==> config.mk <==
export PLATFORM = sky130hd
export DESIGN_NAME = keypad_matrix_scanner_flat
export DESIGN_NICKNAME = d
export VERILOG_FILES = /design/src/rtl/keypad_matrix_scanner_if.sv /design/src/rtl/keypad_matrix_scanner.sv /design/src/flat_wrapper.sv
export SDC_FILE = /design/constraint.sdc
export NUM_CORES = 1
export LEC_CHECK = 0
export CAP_MARGIN = 20
export CORE_MARGIN = 2
export CORE_UTILIZATION = 64
export CTS_CLUSTER_DIAMETER = 80
export CTS_CLUSTER_SIZE = 10
export DETAILED_ROUTE_END_ITERATION = 16
export MAX_ROUTING_LAYER = met4
export PLACE_DENSITY = 0.85
export SYNTH_ARGS = -nofsm -noshare
export SYNTH_HDL_FRONTEND = slang
export SYNTH_SLANG_ARGS = --single-unit
==> constraint.sdc <==
create_clock -name clk -period 4.67 [get_ports clk]
set_clock_uncertainty 0.15 [all_clocks]
set_input_delay 0.934 -clock clk [delete_from_list [all_inputs] [get_ports clk]]
set_output_delay 0.934 -clock clk [all_outputs]
set_load 0.1 [all_outputs]
==> src/rtl/keypad_matrix_scanner_if.sv <==
// Keypad-side signals of the matrix scanner: column drive, synchronized
// rows and the decoded key outputs handed to the register logic.
interface keypad_matrix_scanner_if;
    logic [3:0] row_in;
    logic [3:0] col_out;
    logic [3:0] key_code;
    logic       key_valid;
    logic       key_held;

    modport master (
        input  row_in,
        output col_out,
        output key_code,
        output key_valid,
        output key_held
    );

    modport slave (
        output row_in,
        input  col_out,
        input  key_code,
        input  key_valid,
        input  key_held
    );
endinterface

==> src/rtl/keypad_matrix_scanner.sv <==
// 4x4 keypad column scanner with press/release debounce.
// Emits {row, col} with a one-cycle strobe per accepted press.
module keypad_matrix_scanner #(
    parameter int SCAN_DIV        = 10000,
    parameter int DEBOUNCE_CYCLES = 100000
) (
    input  logic                    clk,
    input  logic                    rst,
    keypad_matrix_scanner_if.master kp
);
    localparam int SW = $clog2(SCAN_DIV);
    localparam int DW = $clog2(DEBOUNCE_CYCLES);
    localparam logic [SW-1:0] SCAN_LAST = SW'(SCAN_DIV - 1);
    localparam logic [DW-1:0] DEB_LAST  = DW'(DEBOUNCE_CYCLES - 1);

    typedef enum logic [1:0] {SCAN, DEBOUNCE, HELD} state_t;

    state_t        state, state_n;
    logic [SW-1:0] scan_cnt, scan_cnt_n;
    logic [DW-1:0] deb_cnt, deb_cnt_n;
    logic [1:0]    col, col_n;
    logic [1:0]    row, row_n;
    logic [3:0]    code_n;
    logic          valid_n;
    logic          held_n;
    logic [1:0]    low_row;
    logic          row_hit;

    // Lowest-index row wins when several rows are high together.
    always_comb begin
        low_row = 2'd3;
        priority case (1'b1)
            kp.row_in[0]: low_row = 2'd0;
            kp.row_in[1]: low_row = 2'd1;
            kp.row_in[2]: low_row = 2'd2;
            default:      low_row = 2'd3;
        endcase
    end

    assign row_hit = kp.row_in[row];

    always_comb begin
        state_n    = state;
        scan_cnt_n = scan_cnt;
        deb_cnt_n  = deb_cnt;
        col_n      = col;
        row_n      = row;
        code_n     = kp.key_code;
        valid_n    = 1'b0;
        held_n     = kp.key_held;
        unique case (state)
            SCAN: begin
                if (scan_cnt == SCAN_LAST) begin
                    scan_cnt_n = '0;
                    if (|kp.row_in) begin
                        row_n     = low_row;
                        deb_cnt_n = '0;
                        state_n   = DEBOUNCE;
                    end else begin
                        col_n = col + 2'd1;
                    end
                end else begin
                    scan_cnt_n = scan_cnt + 1'b1;
                end
            end
            DEBOUNCE: begin
                if (!row_hit) begin
                    scan_cnt_n = '0;
                    state_n    = SCAN;
                end else if (deb_cnt == DEB_LAST) begin
                    code_n    = {row, col};
                    valid_n   = 1'b1;
                    held_n    = 1'b1;
                    deb_cnt_n = '0;
                    state_n   = HELD;
                end else begin
                    deb_cnt_n = deb_cnt + 1'b1;
                end
            end
            HELD: begin
                if (row_hit) begin
                    deb_cnt_n = '0;
                end else if (deb_cnt == DEB_LAST) begin
                    held_n     = 1'b0;
                    deb_cnt_n  = '0;
                    scan_cnt_n = '0;
                    col_n      = col + 2'd1;
                    state_n    = SCAN;
                end else begin
                    deb_cnt_n = deb_cnt + 1'b1;
                end
            end
            default: state_n = SCAN;
        endcase
    end

    always_ff @(posedge clk or posedge rst) begin
        if (rst) begin
            state        <= SCAN;
            scan_cnt     <= '0;
            deb_cnt      <= '0;
            col          <= '0;
            row          <= '0;
            kp.col_out   <= 4'b0001;
            kp.key_code  <= 4'h0;
            kp.key_valid <= 1'b0;
            kp.key_held  <= 1'b0;
        end else begin
            state        <= state_n;
            scan_cnt     <= scan_cnt_n;
            deb_cnt      <= deb_cnt_n;
            col          <= col_n;
            row          <= row_n;
            kp.col_out   <= 4'b0001 << col_n;
            kp.key_code  <= code_n;
            kp.key_valid <= valid_n;
            kp.key_held  <= held_n;
        end
    end
endmodule

==> src/flat_wrapper.sv <==
// flat-port wrapper written by rule: the top's interface ports become plain ports
module keypad_matrix_scanner_flat 
#(
    parameter int SCAN_DIV        = 10000,
    parameter int DEBOUNCE_CYCLES = 100000
)
  (clk, rst, kp_row_in, kp_col_out, kp_key_code, kp_key_valid, kp_key_held);
  keypad_matrix_scanner_if kp_i ();
  input  logic clk;
  input  logic rst;
  input wire logic [$bits(kp_i.row_in)-1:0] kp_row_in;
  output wire logic [$bits(kp_i.col_out)-1:0] kp_col_out;
  output wire logic [$bits(kp_i.key_code)-1:0] kp_key_code;
  output wire logic [$bits(kp_i.key_valid)-1:0] kp_key_valid;
  output wire logic [$bits(kp_i.key_held)-1:0] kp_key_held;
  assign kp_i.row_in = kp_row_in;
  assign kp_col_out = kp_i.col_out;
  assign kp_key_code = kp_i.key_code;
  assign kp_key_valid = kp_i.key_valid;
  assign kp_key_held = kp_i.key_held;
  keypad_matrix_scanner #(.SCAN_DIV(SCAN_DIV), .DEBOUNCE_CYCLES(DEBOUNCE_CYCLES)) u_core (.clk(clk), .rst(rst), .kp(kp_i));
endmodule
* After elaboration in Yosys (flattened, before gate mapping)
Cells that the tools add are included. Widths: inputs -> output; s select.
Cells by class: add/subtract/negate cells 3, magnitude comparators 1, eq/ne operators 12, shift-type cells 1, muxes and demuxes 36, reduce and logical (&&, ||, !) cells 10
Operators by type and width (number):
- $mux 17 | 5
- $mux 14 | 4
- $pmux 17 s3 | 1
- $pmux 14 s3 | 1
- $mux 2 | 12
- $add 17x1->17 const B | 1
- $eq 17x17->1 const B | 1
- $add 14x1->14 const B | 1
- $eq 14x14->1 const B | 1
- $ne 2x1->1 const B | 5
- $reduce_and 5->1 | 2
- $mux 1 | 9
- $reduce_and 4->1 | 2
- $pmux 2 s3 | 1
- $reduce_and 3->1 | 2
- $ne 2x2->1 const B | 2
- $pmux 2 s2 | 1
- $reduce_or 4->1 | 1
- $shl 1x2->4 const A | 1
- $lt 2x3->1 const B | 1
- $ne 3x3->1 const B | 1
- $reduce_bool 3->1 | 1
- $add 2x1->2 const B | 1
- $bmux 1 s2 | 1
- 5 further kinds | 5
Word-level totals: register bits after elaboration 47, bits of input ports 6, output and inout bits 10, logic and storage cells 72

* Logic depth before layout (Yosys ltp)
Gate-level depths: netlist of the first run.
depth in word-level cells 5, depth in mapped cells 10, gate-level depth less buffers 8

* Least setup slack after synthesis of the first run
Ideal clock, no wire load.
kind input -> register, start input port kp_row_in[3], end register u_core.scan_cnt[10], setup time 0.095 ns, data arrival time 2.659 ns, required time 4.425 ns, slack 1.766 ns, stages 7, buffers on the path 2, cell sequence mux4_2 -> or2_1 -> clkbuf_1 -> a21o_1 -> or2_1 -> buf_6 -> o31ai_1
Between the ends: cells in the longest elaborated chain, start to end 4, elaborated cells on any way between the ends 5, classes of those cells eq/ne: 2; mux: 2; reduce/logical: 1
RTL lines:
- start, declared | line flat_wrapper.sv:11 | input wire logic [$bits(kp_i.row_in)-1:0] kp_row_in;
- $bmux 1 s2 (*) | line keypad_matrix_scanner.sv:40 | assign row_hit = kp.row_in[row];
- $mux 1 (not written as such) (*) | line keypad_matrix_scanner.sv:40
- $ne 2x2->1 (no source line)
- $reduce_and 4->1 (no source line) (*)
- end signal, assigned | line keypad_matrix_scanner.sv:110 | scan_cnt <= scan_cnt_n;
- end, declared | line keypad_matrix_scanner.sv:19 | logic [SW-1:0] scan_cnt, scan_cnt_n;
Every way passes the cells marked *; elsewhere a longest branch is shown, timed or not. The select of a mux whose other input is x is not followed. A chain may end at the register's enable or synchronous reset.

* Worst setup path in the final report of the first run
start input port kp_row_in[0], end register u_core.scan_cnt[11]
Same word-level chain as after synthesis.

==> flow_summary.toml, run 1 <==
[outcome]
status = "completed"

[final_layout]
final_nets = 317
finish.utilization = 0.727
antennaDiodeCount = 0
n_fill_cell = 289
layout-area-overhead-vs-synth_pct = 8.59
drive_gt1_frac = 0.0686

[worst_setup_path]
crit_required_ns = 4.71
crit_path_end_kind = "flop"
path_max_fanout = 17
path_class = "primary input to flop"
worstPathArrival_ns = 3.44
start_kind = "primary input"

[route]
vias = 2263
first_pass_iters = 5
drtAntennaViolNets = 0
viasPerCell = 6.36
first_iter_violations = 181
routedWlPerCell_um = 15.2
wl_mm = 5.40
drc = 0

[yosys]
avgSynthCellArea_um2 = 9.05
synthArstFlopShare = 1.00
netlist_instances = 296
synthesis.area_um2 = 2680
syn-num-nets = 308
ys.flop_type = "dfrtp_1"
ys_top_cells_by_area = "dfrtp_1, o21ai_0, nor2_1, xor2_1, nand3_1"
synth_edf_count = 0
yosysMostFrequentCell = "dfrtp_1"
yosys_register_bits = 47
seq_area_frac_synth = 0.440
yosysWarnings = 0
synth_area_leader_cell = "dfrtp_1"
synth_common_cells = "dfrtp_1, nor2_1, o21ai_0, nand2_1, nand3_1"
synth_top_cell_area_share = 0.430
yosys.cell_types.count = 46

[clock_tree]
numCtsBuffers = 5
cts_tree = "yes"
clock_sinks = 47
clockBufferDepth = 2
post-cts-setup-buffers = 0
ctsResizeCount = 0
htreeDepth = 2
clock_latency_ns = 0.30
hold_buffers = 0
root_buffer = "clkbuf_8"
clk_pin_slew_ns = 0.08

[grt]
grt_pass1_wl_mm = 9.36
grt_max_degree = 48
grt_pass1_vias = 2084
antenna_found_initial = 0
grt_overflow_total = 0
use_met3 = 0.0568
track_usage = 0.269
use_met1 = 0.355
grt_use_met2 = 0.415
busiest_layer = "met2"

[sta]
drv_slew = 0
maxSlewHeadroom = 0.343
rsz0062_at_grt = "false"
setup_tns_ns = 0
finalSetupViolCount = 0
layout_min_cycle_time_ns = 3.41
max_freq_mhz = 294
finalHoldViolCount = 0
min_period_over_period = 0.729
tightest_slew_ns = 0.982

[power_and_ir_drop]
p_per_area_nw_per_um2 = 324
p_leak_nw = 1.27
irDropWorstVdd_mv = 0.289

[floorplan]
core-area_um2 = 4000
initial_core_util = 0.670
die_x_um = 68.7
io_pins = 16
dieArea_um2 = 4720
num_rows = 23
die_y_um = 68.7

[worst_hold_path]
hold_path_class = "flop to flop"

[job]
maxCapViolations = 0

[placed_design]
numPortBuffers = 15
post-dp-hpwl_mm = 3.76
gp_congestion = 0.972
## path summary, 6_finish.rpt
kind | from | endpoint | slack (ns) | cells past startpoint
worst max-delay path | kp_row_in[0] | u_core.scan_cnt[11]$_DFFE_PP0P_ | 1.26 | 6
worst min-delay path | u_core.scan_cnt[10]$_DFFE_PP0P_ | u_core.scan_cnt[10]$_DFFE_PP0P_ | 0.36 | 1
worst max register to register | u_core.deb_cnt[0]$_DFFE_PP0P_ | u_core.scan_cnt[11]$_DFFE_PP0P_ | 1.69 | 7
worst min register to register | u_core.scan_cnt[10]$_DFFE_PP0P_ | u_core.scan_cnt[10]$_DFFE_PP0P_ | 0.36 | 1
max in group asynchronous | rst | u_core.kp.key_held$_DFFE_PP0P_ | 2.78 | 2
min in group asynchronous | rst | u_core.deb_cnt[9]$_DFFE_PP0P_ | 1.01 | 2
## critical path, stage by stage
cell and delay [ns]:
clkdlybuf4s50_1 0.46, mux4_2 0.56, or2_1 0.32, a21o_1 0.36, or2_1 0.44, o41ai_1 0.35
## power by group
part	switching [mW]	internal [mW]	total [mW]
Clock	0.127	0.105	0.232
Sequential	0.0214	0.428	0.450
Combinational	0.183	0.0786	0.262
Total	0.332	0.612	0.944
## registers in the layout (all words and copies together) (netlist names)
register and cells:
u_core.col 2, u_core.state 2, u_core.scan_cnt 14, u_core.kp.key_held 1
u_core.kp.key_code 4, u_core.kp.col_out 4, u_core.kp.key_valid 1, u_core.deb_cnt 17
u_core.row 2
## layout by cell type, fill, tap and decap left out, types with 6 or more instances in the layout
master and n:
a21oi_1 13, and3_1 10, clkdlybuf4s50_1 15, dfrtp_1 46, ha_1 6, inv_1 9, mux2_2 6, nand2_1 22
nand3_1 17, nand4_1 10, nor2_1 36, nor2b_1 6, o21ai_0 30, o31ai_1 10, xor2_1 12
## metal layers
metal / share of wire / wire [µm] / up-vias
met1: 0.46 / 2510 / 1094
met2: 0.47 / 2530 / 75
met3: 0.049 / 263 / 11
met5: 0 / 0 / -
met4: 0.018 / 98 / 0
li1: - / - / 1083
## cell type report
type,count,area (µm²),share of cell area
Multi-Input combinational cell,225,1390,0.479
Clock buffer,7,76.3,0.0262
Tap cell,50,62.6,0.0215
Timing Repair Buffer,16,158,0.0542
Inverter,10,37.5,0.0129
Sequential cell,47,1180,0.405
Clock inverter,1,5.00,0.00172
## through the flow
stage / area [µm²] / std cells / power (mW) / hold slack, ns / worst slack, ns
after floorplan: 2680 / 296 / 0.670 / 0.295 / 1.77
after global placement: 2830 / 348 / 0.709 / 0.317 / 1.04
after detailed placement: 2830 / 348 / 0.716 / 0.334 / 0.980
after CTS: 2910 / 356 / 0.949 / 0.349 / 1.27
after global routing: 2910 / 356 / 1.00 / 0.367 / 1.08
final: 2910 / 356 / 0.944 / 0.355 / 1.26
## logic make-up (layout without fill, tap and decap cells)
| group | after synthesis | after routing | synth area share |
|---|---|---|---|
| simple gates | 131 | 131 | 0.259 |
| compound gates | 67 | 67 | 0.153 |
| flops | 47 | 47 | 0.440 |
| buf+inv | 24 | 34 | 0.0406 |
| xor+xnor | 13 | 13 | 0.0425 |
| mux | 8 | 8 | 0.0374 |
| fa+ha+maj | 6 | 6 | 0.0280 |
Note: power is estimated with default switching activity, not from simulation.
==> inputs of run 2 (changes only) <==
Settings changed: CORE_UTILIZATION 64 to 53, PLACE_DENSITY 0.85 to 0.75.
Clock period 4.67 ns to 3 ns, I/O delays scaled along.
==> flow_summary.toml, run 2 (synthesis results as in run 1) <==
[outcome]
status = "completed"

[sta]
rsz0062_at_grt = "false"
finalSetupViolCount = 0
finalHoldViolCount = 0
hold_ws_ns = 0.348
drv_slew = 0
maxSlewHeadroom = 0.682
min_period_over_period = 0.891
max_freq_mhz = 374
layout_min_cycle_time_ns = 2.67
tightest_slew_ns = 0.476
setup_tns_ns = 0

[power_and_ir_drop]
power.switching_mw = 0.554
p_per_area_nw_per_um2 = 520
power_frac_clock = 0.256
power_mw = 1.60
sequentialPowerShare = 0.437
irDropWorstVdd_mv = 0.270
p_leak_nw = 1.39
p_int_mw = 1.05
swShare = 0.346
p_comb_frac = 0.307

[placed_design]
placed_area_um2 = 2980
numPortBuffers = 15
gp_congestion = 0.849
post-dp-hpwl_mm = 3.93
place_inst = 384

[worst_setup_path]
worstPathArrival_ns = 2.73
path_class = "primary input to flop"
slowest_stage = "mux4_2"
path_max_fanout = 10
start_kind = "primary input"
crit_top_cell = "or2_1"
max_stage_delay_ns = 0.53
crit_family = "simple AND/OR/NAND/NOR gates"
path_cells = "clkdlybuf4s50_1, mux4_2, or2_1, a21o_1, or2_1, o41ai_1"
crit_path_end_kind = "flop"
crit_required_ns = 3.05
cp_num_buf_inv = 1

[floorplan]
num_rows = 25
initial_core_util = 0.560
dieArea_um2 = 5640
die_y_um = 75.1
io_pins = 16
core-area_um2 = 4790
die_x_um = 75.1

[final_layout]
largestRegisters = "u_core.deb_cnt: 17 flops, u_core.scan_cnt: 14 flops"
antennaDiodeCount = 0
drive_gt1_frac = 0.157
largest_reg_flops = 17
final_cells = 392
regMostFlops = "u_core.deb_cnt"
layout-area-overhead-vs-synth_pct = 14.8
final_nets = 336
final_common_cell = "dfrtp_1"
mostFrequentLayoutCells = "dfrtp_1, nor2_1, o21ai_0"
n_fill_cell = 412
design_area_um2 = 3070

[worst_hold_path]
hold_path_class = "flop to flop"

[clock_tree]
ctsResizeCount = 0
numCtsBuffers = 5
htreeDepth = 2
root_buffer = "clkbuf_8"
clock_latency_ns = 0.31
cts_tree = "yes"
clockBufferDepth = 2
post-cts-setup-buffers = 0
clk_pin_slew_ns = 0.09
hold_buffers = 0
clock_sinks = 47

[grt]
track_usage = 0.230
antenna_found_initial = 0
grt_pass1_wl_mm = 9.49
grt_overflow_total = 0
grt_max_degree = 28
grt_pass1_vias = 2062

[route]
wl_mm = 5.56
viasPerCell = 5.74
drtAntennaViolNets = 0
first_iter_violations = 86
first_pass_iters = 4
vias = 2252
drc = 0
routedWlPerCell_um = 14.2

[job]
maxCapViolations = 0
==> run 2: cell types whose count changed in the layout (fill, tap and decap cells not counted) <==
cell	change
buf_12	+1
clkinv_2	-1
clkbuf_8	+1
clkdlybuf4s50_1	-10
clkinv_4	+1
clkbuf_1	-1
buf_4	+28
==> run 2: metal layers <==
metal  vias to the layer above  global-route usage  share of wire
met4                         0              0.0813          0.020
met5                         -                   -              0
met1                      1071               0.304           0.48
met2                        44               0.353           0.47
met3                         9              0.0442          0.033
li1                       1128                   -              -
==> run 2: worst paths after layout <==
check / startpoint / slack, ns / end / depth (start not counted)
max: kp_row_in[3] / 0.33 / u_core.scan_cnt[9]$_DFFE_PP0P_ / 6
min: u_core.scan_cnt[10]$_DFFE_PP0P_ / 0.35 / u_core.scan_cnt[10]$_DFFE_PP0P_ / 1
max reg2reg: u_core.scan_cnt[6]$_DFFE_PP0P_ / 0.34 / u_core.deb_cnt[7]$_DFFE_PP0P_ / 6
min reg2reg: u_core.scan_cnt[10]$_DFFE_PP0P_ / 0.35 / u_core.scan_cnt[10]$_DFFE_PP0P_ / 1
max in group asynchronous: rst / 1.64 / u_core.kp.col_out[0]$_DFF_PP1_ / 3
min in group asynchronous: rst / 0.48 / u_core.deb_cnt[3]$_DFFE_PP0P_ / 2
==> run 2: metrics by stage <==
stage                util  setup WS [ns]
global placement    0.622         0.0764
global route        0.642          0.186
finish              0.642          0.326
detailed placement  0.622       -0.00931
floorplan               -          0.430
CTS                 0.642          0.315
==> run 2: final cells by class <==
class,instances,area (µm²),area share
Multi-Input combinational cell,225,1390,0.453
Sequential cell,47,1180,0.383
Timing Repair Buffer,35,288,0.0936
Clock buffer,7,86.3,0.0281
Tap cell,67,83.8,0.0273
Inverter,10,37.5,0.0122
Clock inverter,1,8.76,0.00285
==> run 2: power groups by stage <==
stage                     Combinational, mW  Clock, mW  Sequential (mW)
after floorplan                       0.339          0            0.703
after global placement                0.482          0            0.709
after detailed placement              0.489          0            0.711
after CTS                             0.491      0.421            0.698
after global routing                  0.553      0.442            0.705
final                                 0.491      0.410            0.698
==> run 2: worst register-to-register path: stages (launching register included) <==
cell and delay, ns:
dfrtp_1 0.50, or4_4 0.57, or4_4 0.46, o21ai_4 0.20, nand2_2 0.07, or2_0 0.33
o31ai_1 0.29
==> inputs of run 3 (changes only) <==
Settings changed: CORE_UTILIZATION 53 to 64, PLACE_DENSITY 0.75 to 0.85.
Clock period 3 ns to 3.35 ns, I/O delays scaled along.
==> flow_summary.toml, run 3 (synthesis results as in run 1) <==
[outcome]
status = "completed"

[final_layout]
final-seq-area_um2 = 1180
largest_reg_flops = 17
final_common_cell = "dfrtp_1"
layout-area-overhead-vs-synth_pct = 8.78
multiInputGateArea_um2 = 1390
n_fill_cell = 308
regMostFlops = "u_core.deb_cnt"
antennaDiodeCount = 0
drive_gt1_frac = 0.113
final_nets = 321
largestRegisters = "u_core.deb_cnt: 17 flops, u_core.scan_cnt: 14 flops"
finish.utilization = 0.728
mostFrequentLayoutCells = "dfrtp_1, nor2_1, o21ai_0"

[sta]
drv_slew = 0
maxSlewHeadroom = 0.365
layout_min_cycle_time_ns = 2.97
setup_tns_ns = 0
rsz0062_at_grt = "false"
max_freq_mhz = 337
min_period_over_period = 0.886
finalSetupViolCount = 0
finalHoldViolCount = 0
tightest_slew_ns = 0.951

[clock_tree]
htreeDepth = 2
clock_latency_ns = 0.31
ctsResizeCount = 0
root_buffer = "clkbuf_8"
cts_tree = "yes"
clock_sinks = 47
hold_buffers = 0
clockBufferDepth = 2
clk_pin_slew_ns = 0.09
post-cts-setup-buffers = 0
numCtsBuffers = 5

[power_and_ir_drop]
swShare = 0.360
p_per_area_nw_per_um2 = 464
p_int_mw = 0.866
p_comb_frac = 0.286
irDropWorstVdd_mv = 0.422
p_leak_nw = 1.31
power.switching_mw = 0.486
sequentialPowerShare = 0.463
power_frac_clock = 0.251

[worst_setup_path]
path_class = "primary input to flop"
path_cells = "clkdlybuf4s50_1, mux4_2, or2_1, a21o_1, or2_1, o41ai_1"
crit_top_cell = "or2_1"
max_stage_delay_ns = 0.56
cp_num_buf_inv = 1
start_kind = "primary input"
worstPathArrival_ns = 3.01
path_max_fanout = 12
slowest_stage = "mux4_2"
crit_family = "simple AND/OR/NAND/NOR gates"
crit_required_ns = 3.39
crit_path_end_kind = "flop"

[job]
maxCapViolations = 0

[placed_design]
gp_congestion = 0.906
post-dp-hpwl_mm = 3.80
numPortBuffers = 15

[floorplan]
core-area_um2 = 4000
num_rows = 23
die_x_um = 68.7
die_y_um = 68.7
initial_core_util = 0.670
io_pins = 16
dieArea_um2 = 4720

[grt]
grt_pass1_vias = 2005
grt_pass1_wl_mm = 9.18
busiest_layer = "met2"
grt_max_degree = 48
grt_overflow_total = 0
antenna_found_initial = 0
grt_use_met2 = 0.421
use_met3 = 0.0584
use_met1 = 0.359
track_usage = 0.271

[worst_hold_path]
hold_path_class = "flop to flop"

[route]
first_pass_iters = 5
drc = 0
viasPerCell = 6.22
vias = 2240
drtAntennaViolNets = 0
wl_mm = 5.46
first_iter_violations = 183
routedWlPerCell_um = 15.2
-- run 3: power groups by stage --
stage          clock [mW]  combinational, mW  sequential [mW]
3_5_place_dp            0              0.384            0.636
2_1_floorplan           0              0.304            0.630
3_3_place_gp            0              0.373            0.635
6_report            0.339              0.387            0.626
4_1_cts             0.337              0.385            0.626
5_1_grt             0.359              0.439            0.632
-- run 3: final cells by class --
class,count,share of cell area
clock buffer,7,0.0262
clock inverter,1,0.00172
inverter,10,0.0129
multi-input combinational,225,0.478
sequential,47,0.404
tap,50,0.0215
timing repair buffer,20,0.0558
-- run 3: through the flow --
stage          cell area, µm²  hold slack (ns)  power (mW)  worst slack [ns]  cells
2_1_floorplan            2680            0.295       0.934             0.710    296
3_3_place_gp             2830            0.320        1.01             0.190    352
3_5_place_dp             2830            0.326        1.02            0.0485    352
4_1_cts                  2910            0.344        1.35             0.366    360
5_1_grt                  2910            0.363        1.43             0.169    360
6_report                 2910            0.341        1.35             0.382    360
-- run 3: worst reg2reg max path, cell delays in order, from the launching register on --
cell,delay (ns)
dfrtp_1,0.48
or4_4,0.57
or4_4,0.46
o21ai_4,0.35
nand2_2,0.16
or2_0,0.35
o31ai_1,0.32
-- run 3: metal layers --
| layer | routed length, µm | part of all wire |
|---|---|---|
| met4 | 73 | 0.013 |
| met1 | 2480 | 0.46 |
| met5 | 0 | 0 |
| met3 | 233 | 0.043 |
| met2 | 2670 | 0.49 |
-- run 3: worst paths after layout --
path / from / end / cells past startpoint / slack (ns)
worst min-delay path: u_core.scan_cnt[10]$_DFFE_PP0P_ / u_core.scan_cnt[10]$_DFFE_PP0P_ / 1 / 0.34
min in group asynchronous: rst / u_core.deb_cnt[2]$_DFFE_PP0P_ / 2 / 0.74
max in group asynchronous: rst / u_core.kp.key_held$_DFFE_PP0P_ / 2 / 1.71
worst max-delay path: kp_row_in[2] / u_core.scan_cnt[9]$_DFFE_PP0P_ / 6 / 0.38
worst max register to register: u_core.scan_cnt[6]$_DFFE_PP0P_ / u_core.deb_cnt[7]$_DFFE_PP0P_ / 6 / 0.40
worst min register to register: u_core.scan_cnt[10]$_DFFE_PP0P_ / u_core.scan_cnt[10]$_DFFE_PP0P_ / 1 / 0.34
